### src/rtl/uart_rx_ctrl.sv
// rtl/uart_rx_ctrl.sv - UART receiver frame controller (FSM, edge/bit counters, checker strobes)
// Optional build macro UART_RX_ERR_FLAGS_EN adds PAR_ERR_OUT / STP_ERR_OUT end-of-frame pulses.
module uart_rx_ctrl #(
   parameter int DATA_WIDTH = 8,
   parameter int PRESCALE_W = 6
) (
   input  logic                  CLK,
   input  logic                  RST,
   input  logic                  RX_IN,
   input  logic                  PAR_EN,
   input  logic [PRESCALE_W-1:0] Prescale,
   input  logic                  strt_glitch,
   input  logic                  par_err,
   input  logic                  stp_err,
   output logic                  dat_samp_en,
   output logic                  strt_chk_en,
   output logic                  deser_en,
   output logic                  par_chk_en,
   output logic                  stp_chk_en,
   output logic [PRESCALE_W-1:0] edge_cnt,
   output logic                  DATA_VALID
`ifdef UART_RX_ERR_FLAGS_EN
   ,
   output logic                  PAR_ERR_OUT,
   output logic                  STP_ERR_OUT
`endif
);

   localparam int BIT_W = (DATA_WIDTH > 1) ? $clog2(DATA_WIDTH) : 1;

   typedef enum logic [2:0] {
      IDLE   = 3'd0,
      START  = 3'd1,
      DATA   = 3'd2,
      PARITY = 3'd3,
      STOP   = 3'd4
   } state_t;

   state_t                state_q, state_d;
   logic [PRESCALE_W-1:0] edge_q, edge_d;
   logic [BIT_W-1:0]      bit_q, bit_d;
   logic [PRESCALE_W-1:0] presc_q, presc_d;
   logic                  par_en_q, par_en_d;
   logic                  err_q, err_d;
   logic                  dv_q, dv_d;
   logic                  bit_end;
   logic                  at_strobe;

   // Sampler majority output settles two ticks after mid-bit, hence P/2+2.
   assign bit_end   = (edge_q == presc_q - PRESCALE_W'(1));
   assign at_strobe = (edge_q == (presc_q >> 1) + PRESCALE_W'(2));

   always_ff @(posedge CLK or negedge RST) begin
      if (!RST) begin
         state_q  <= IDLE;
         edge_q   <= '0;
         bit_q    <= '0;
         presc_q  <= '0;
         par_en_q <= 1'b0;
         err_q    <= 1'b0;
         dv_q     <= 1'b0;
      end else begin
         state_q  <= state_d;
         edge_q   <= edge_d;
         bit_q    <= bit_d;
         presc_q  <= presc_d;
         par_en_q <= par_en_d;
         err_q    <= err_d;
         dv_q     <= dv_d;
      end
   end

   always_comb begin
      state_d  = state_q;
      edge_d   = bit_end ? '0 : edge_q + PRESCALE_W'(1);
      bit_d    = bit_q;
      presc_d  = presc_q;
      par_en_d = par_en_q;
      err_d    = err_q;
      dv_d     = 1'b0;
      case (state_q)
         IDLE: begin
            edge_d = '0;
            if (!RX_IN) begin
               // The detection cycle itself is tick 0 of the start bit.
               state_d  = START;
               edge_d   = PRESCALE_W'(1);
               presc_d  = Prescale;
               par_en_d = PAR_EN;
               err_d    = 1'b0;
            end
         end
         START: begin
            if (bit_end) begin
               if (strt_glitch) begin
                  state_d = IDLE;
               end else begin
                  state_d = DATA;
                  bit_d   = '0;
               end
            end
         end
         DATA: begin
            if (bit_end) begin
               if (bit_q == BIT_W'(DATA_WIDTH - 1)) begin
                  state_d = par_en_q ? PARITY : STOP;
               end else begin
                  bit_d = bit_q + BIT_W'(1);
               end
            end
         end
         PARITY: begin
            if (bit_end) begin
               if (par_err) err_d = 1'b1;
               state_d = STOP;
            end
         end
         STOP: begin
            if (bit_end) begin
               dv_d    = !err_q && !stp_err;
               err_d   = 1'b0;
               state_d = IDLE;
            end
         end
         default: begin
            state_d = IDLE;
            edge_d  = '0;
            err_d   = 1'b0;
         end
      endcase
   end

   always_comb begin
      dat_samp_en = (state_q != IDLE);
      strt_chk_en = (state_q == START)  && at_strobe;
      deser_en    = (state_q == DATA)   && at_strobe;
      par_chk_en  = (state_q == PARITY) && at_strobe;
      stp_chk_en  = (state_q == STOP)   && at_strobe;
      edge_cnt    = edge_q;
      DATA_VALID  = dv_q;
   end

`ifdef UART_RX_ERR_FLAGS_EN
   logic pe_q, se_q;
   logic frame_end;

   assign frame_end = (state_q == STOP) && bit_end;

   always_ff @(posedge CLK or negedge RST) begin
      if (!RST) begin
         pe_q <= 1'b0;
         se_q <= 1'b0;
      end else begin
         pe_q <= frame_end && err_q;
         se_q <= frame_end && stp_err;
      end
   end

   assign PAR_ERR_OUT = pe_q;
   assign STP_ERR_OUT = se_q;
`endif

endmodule
### config.mk
export PLATFORM = sky130hd
export DESIGN_NAME = uart_rx_ctrl
export DESIGN_NICKNAME = d
export VERILOG_FILES = /design/src/rtl/uart_rx_ctrl.sv
export SDC_FILE = /design/constraint.sdc
export NUM_CORES = 1
export LEC_CHECK = 0
export CORE_AREA = 2 2 47 66
export DETAILED_ROUTE_END_ITERATION = 8
export DIE_AREA = 0 0 49 68
export PLACE_DENSITY = 0.76
export SLEW_MARGIN = 20
export SYNTH_ARGS = -nofsm -noshare
export SYNTH_HDL_FRONTEND = slang
export SYNTH_SLANG_ARGS = --single-unit
### constraint.sdc
create_clock -name CLK -period 2.7 [get_ports CLK]
set_clock_uncertainty 0.2 [all_clocks]
set_input_delay 0.54 -clock CLK [delete_from_list [all_inputs] [get_ports CLK]]
set_output_delay 0.54 -clock CLK [all_outputs]
set_load 0.05 [all_outputs]
==> flow_metrics.env, run 1 <==
export IMPL_status="finished, violations left"
export IMPL_violations="setup timing"
export IMPL_p_per_area_nw_per_um2=1223
export IMPL_fp_coreArea_um2=2791
export IMPL_max_stage_delay_ps=470
export IMPL_tritoncts="yes"
export IMPL_drive_gt1_share_pct=21.91
export IMPL_p_total_mw=2.262
export IMPL_ant_nets=0
export IMPL_p_leak_nw=0.7625
export IMPL_wl_um=3347
export IMPL_r2r_setup_slack_ps=340
export IMPL_die_area_um2=3332
export IMPL_dr_wl_met3_um=128
export IMPL_wl_met2_um=1834
export IMPL_syn_to_final_growth_pct=35.35
export IMPL_met1_length_um=1198
export IMPL_critPathLaunchType="flop"
export IMPL_avgSynthCellArea_um2=9.358
export IMPL_hold_end="DATA_VALID"
export IMPL_seq_power_share_pct=28.0
export IMPL_p_sw_share_pct=50.23
export IMPL_setup_slack_ps=-87.56
export IMPL_holdCritPathClass="reg2reg"
export IMPL_dieHeight_um=68
export IMPL_period_needed_ps=2788
export IMPL_setup_viol=4
export IMPL_hpwl_um=2482
export IMPL_yosysSeqAreaShare_pct=38.46
export IMPL_arrival_ps=2050
export IMPL_syn_nets=166
export IMPL_detail_route_wl_per_cell_um=15.57
export IMPL_fin_nets=199
export IMPL_end_kind="primary output"
export IMPL_p_int_mw=1.126
export IMPL_tightest_slew_ps=508.1
export IMPL_hp_start="err_q"
export IMPL_r2r_start="presc_q[2]"
export IMPL_path_buf_inv=1
export IMPL_synth_warnings=0
export IMPL_vias_per_cell=5.498
export IMPL_yosys_most_used_dff="dfrtp_1"
export IMPL_async_flop_share_pct=100.0
export IMPL_pin_count=25
export IMPL_critical_path_class="reg2out"
export IMPL_path_clk_slew_ps=80
export IMPL_required_ps=1960
export IMPL_post_place_cells=207
export IMPL_start_util_pct=48.95
export IMPL_maxSlewViolCount=0
export IMPL_fp_dieW_um=49
export IMPL_cts_htree_levels=1
export IMPL_cap_violations=0
export IMPL_hold_viol=0
export IMPL_grt_usage_pct=21.40
export IMPL_final_cell_mix="clkdlybuf4s50_1 (20), dfrtp_1 (17), nor2_1 (17)"
export IMPL_period_share_pct=103.2
export IMPL_critPathMaxFanout=5
export IMPL_slew_headroom_pct=65.96
export IMPL_clkLatencyLatePin_ps=260
export IMPL_cts_buffer_depth=2
export IMPL_antennaDiodeCount=0
export IMPL_crit_path_cell_trace="xor2_1 > xnor2_1 > nor4_2 > o21ai_2 > nor3_2 > clkbuf_16"
export IMPL_cts_sinks=21
export IMPL_ys_types=41
export IMPL_drtIter0Drc=30
export IMPL_ir_worst_vdd_mv=0.7240
export IMPL_rows=23
export IMPL_grt_antenna_before_repair=0
export IMPL_switchingPower_mw=1.136
export IMPL_final_common_cell="clkdlybuf4s50_1"
export IMPL_gr_total_overflow=0
export IMPL_gp_congestion=0.8711
export IMPL_numPortBuffers=24
export IMPL_synthCells=146
export IMPL_cts_root_buf="clkbuf_8"
export IMPL_crit_family="simple AND/OR/NAND/NOR gates"
export IMPL_cts_made_buffers=3
export IMPL_final_cells=215
export IMPL_vias=1182
export IMPL_clkPwrFrac_pct=9.1
export IMPL_grt_max_degree=22
export IMPL_synth_seq_cells=21
export IMPL_r2r_cells=6
export IMPL_hold_depth=1
export IMPL_synth_edf_count=0
export IMPL_pre_cts_slack_ps=-95.85
export IMPL_tns_ps=-220.7
export IMPL_dr_pass1_iters=4
export IMPL_pwr_share_comb_pct=62.9
export IMPL_crit_slowest_cell="dfrtp_1"
export IMPL_rsz0062_at_grt="true"
export IMPL_grt_pass1_wl_um=5375
export IMPL_grt_pass1_vias=1192
export IMPL_drc_errors=0
export IMPL_regToRegEndpoint="bit_q[0]"
export IMPL_max_freq_ghz=0.3587
export IMPL_syn_area_um2=1366
export IMPL_routed_top_layer="met4"
-- through the flow --
step | utilization (%) | instance area, um^2 | hold slack, ps
after floorplan | - | 1371 | 44.41
after global placement | 61.41 | 1714 | 286.1
after detailed placement | 61.41 | 1714 | 290.6
after CTS | 64.77 | 1808 | 300.8
after global routing | 66.25 | 1849 | 329.3
final | 66.25 | 1849 | 295.3
-- power by group through the flow --
| stage | Combinational (mW) | Sequential [mW] | Clock (mW) |
|---|---|---|---|
| finish | 1.42 | 0.634 | 0.206 |
| global route | 1.56 | 0.654 | 0.223 |
| CTS | 1.37 | 0.614 | 0.210 |
| detailed placement | 1.27 | 0.624 | 0 |
| global placement | 1.23 | 0.615 | 0 |
| floorplan | 0.868 | 0.673 | 0 |
-- synth_stat cells, types with 3 or more instances --
cell / n / area (um^2)
o21ai_0: 7 / 35.03
xnor2_1: 9 / 78.83
ha_1: 7 / 87.58
a21oi_1: 3 / 15.01
nor3_1: 4 / 20.02
xor2_1: 9 / 78.83
inv_1: 9 / 33.78
nand3_1: 5 / 25.02
dfrtp_1: 21 / 525.5
nand2_1: 11 / 41.29
nand2b_1: 3 / 18.77
mux2_2: 3 / 33.78
nor2_1: 18 / 67.56
clkbuf_1: 3 / 11.26
-- layer usage --
metal	global-route usage (%)	up-vias
met5	0	-
met4	13.21	0
met3	2.402	17
met2	41.95	41
met1	21.78	562
li1	-	562
-- timing repair --
action | 4_1_cts | 5_1_grt
hold endpoints to repair | 0 | 0
hold buffers | 0 | 0
resized for setup | 9 | 8
cloned | 0 | 0
pin swaps | 3 | 0
setup buffers | 3 | 1
endpoints found under the setup margin | 4 | 4
-- how the worst max path moves through the flow --
stage,from,end,slack [ps],cells past startpoint
after floorplan,presc_q[2],deser_en,-90,6
after global placement,presc_q[2],strt_chk_en,80,7
after detailed placement,presc_q[2],strt_chk_en,-100,7
after CTS,presc_q[2],strt_chk_en,30,7
after global routing,presc_q[5],strt_chk_en,-190,6
final,presc_q[5],strt_chk_en,-90,6
-- final cells by class --
type | instances | area, um^2
fill | 216 | 942.2
multi-input combinational | 111 | 838.3
sequential | 21 | 530.5
timing repair buffer | 33 | 352.8
tap | 37 | 46.29
clock buffer | 4 | 45.04
inverter | 9 | 36.28
-- state kept, by name, indices dropped and copies added (netlist names) --
name,count
presc_q,6
err_q,1
DATA_VALID,1
state_q,3
bit_q,3
par_en_q,1
edge_cnt,6
-- logic make-up after synthesis --
| family | synth area share, % |
|---|---|
| xor+xnor | 13.92 |
| compound gates | 10.07 |
| mux | 3.938 |
| fa+ha+maj | 6.410 |
| simple gates | 23.17 |
| flops | 38.46 |
| buf+inv | 4.029 |
Power figures use the tool's default switching activity.
==> run 2, diff against run 1 <==
CAP_MARGIN = 20   (was default)
==> results of run 2 <==
Same layout as run 1: the final DEF is identical, and so are final timing and power.
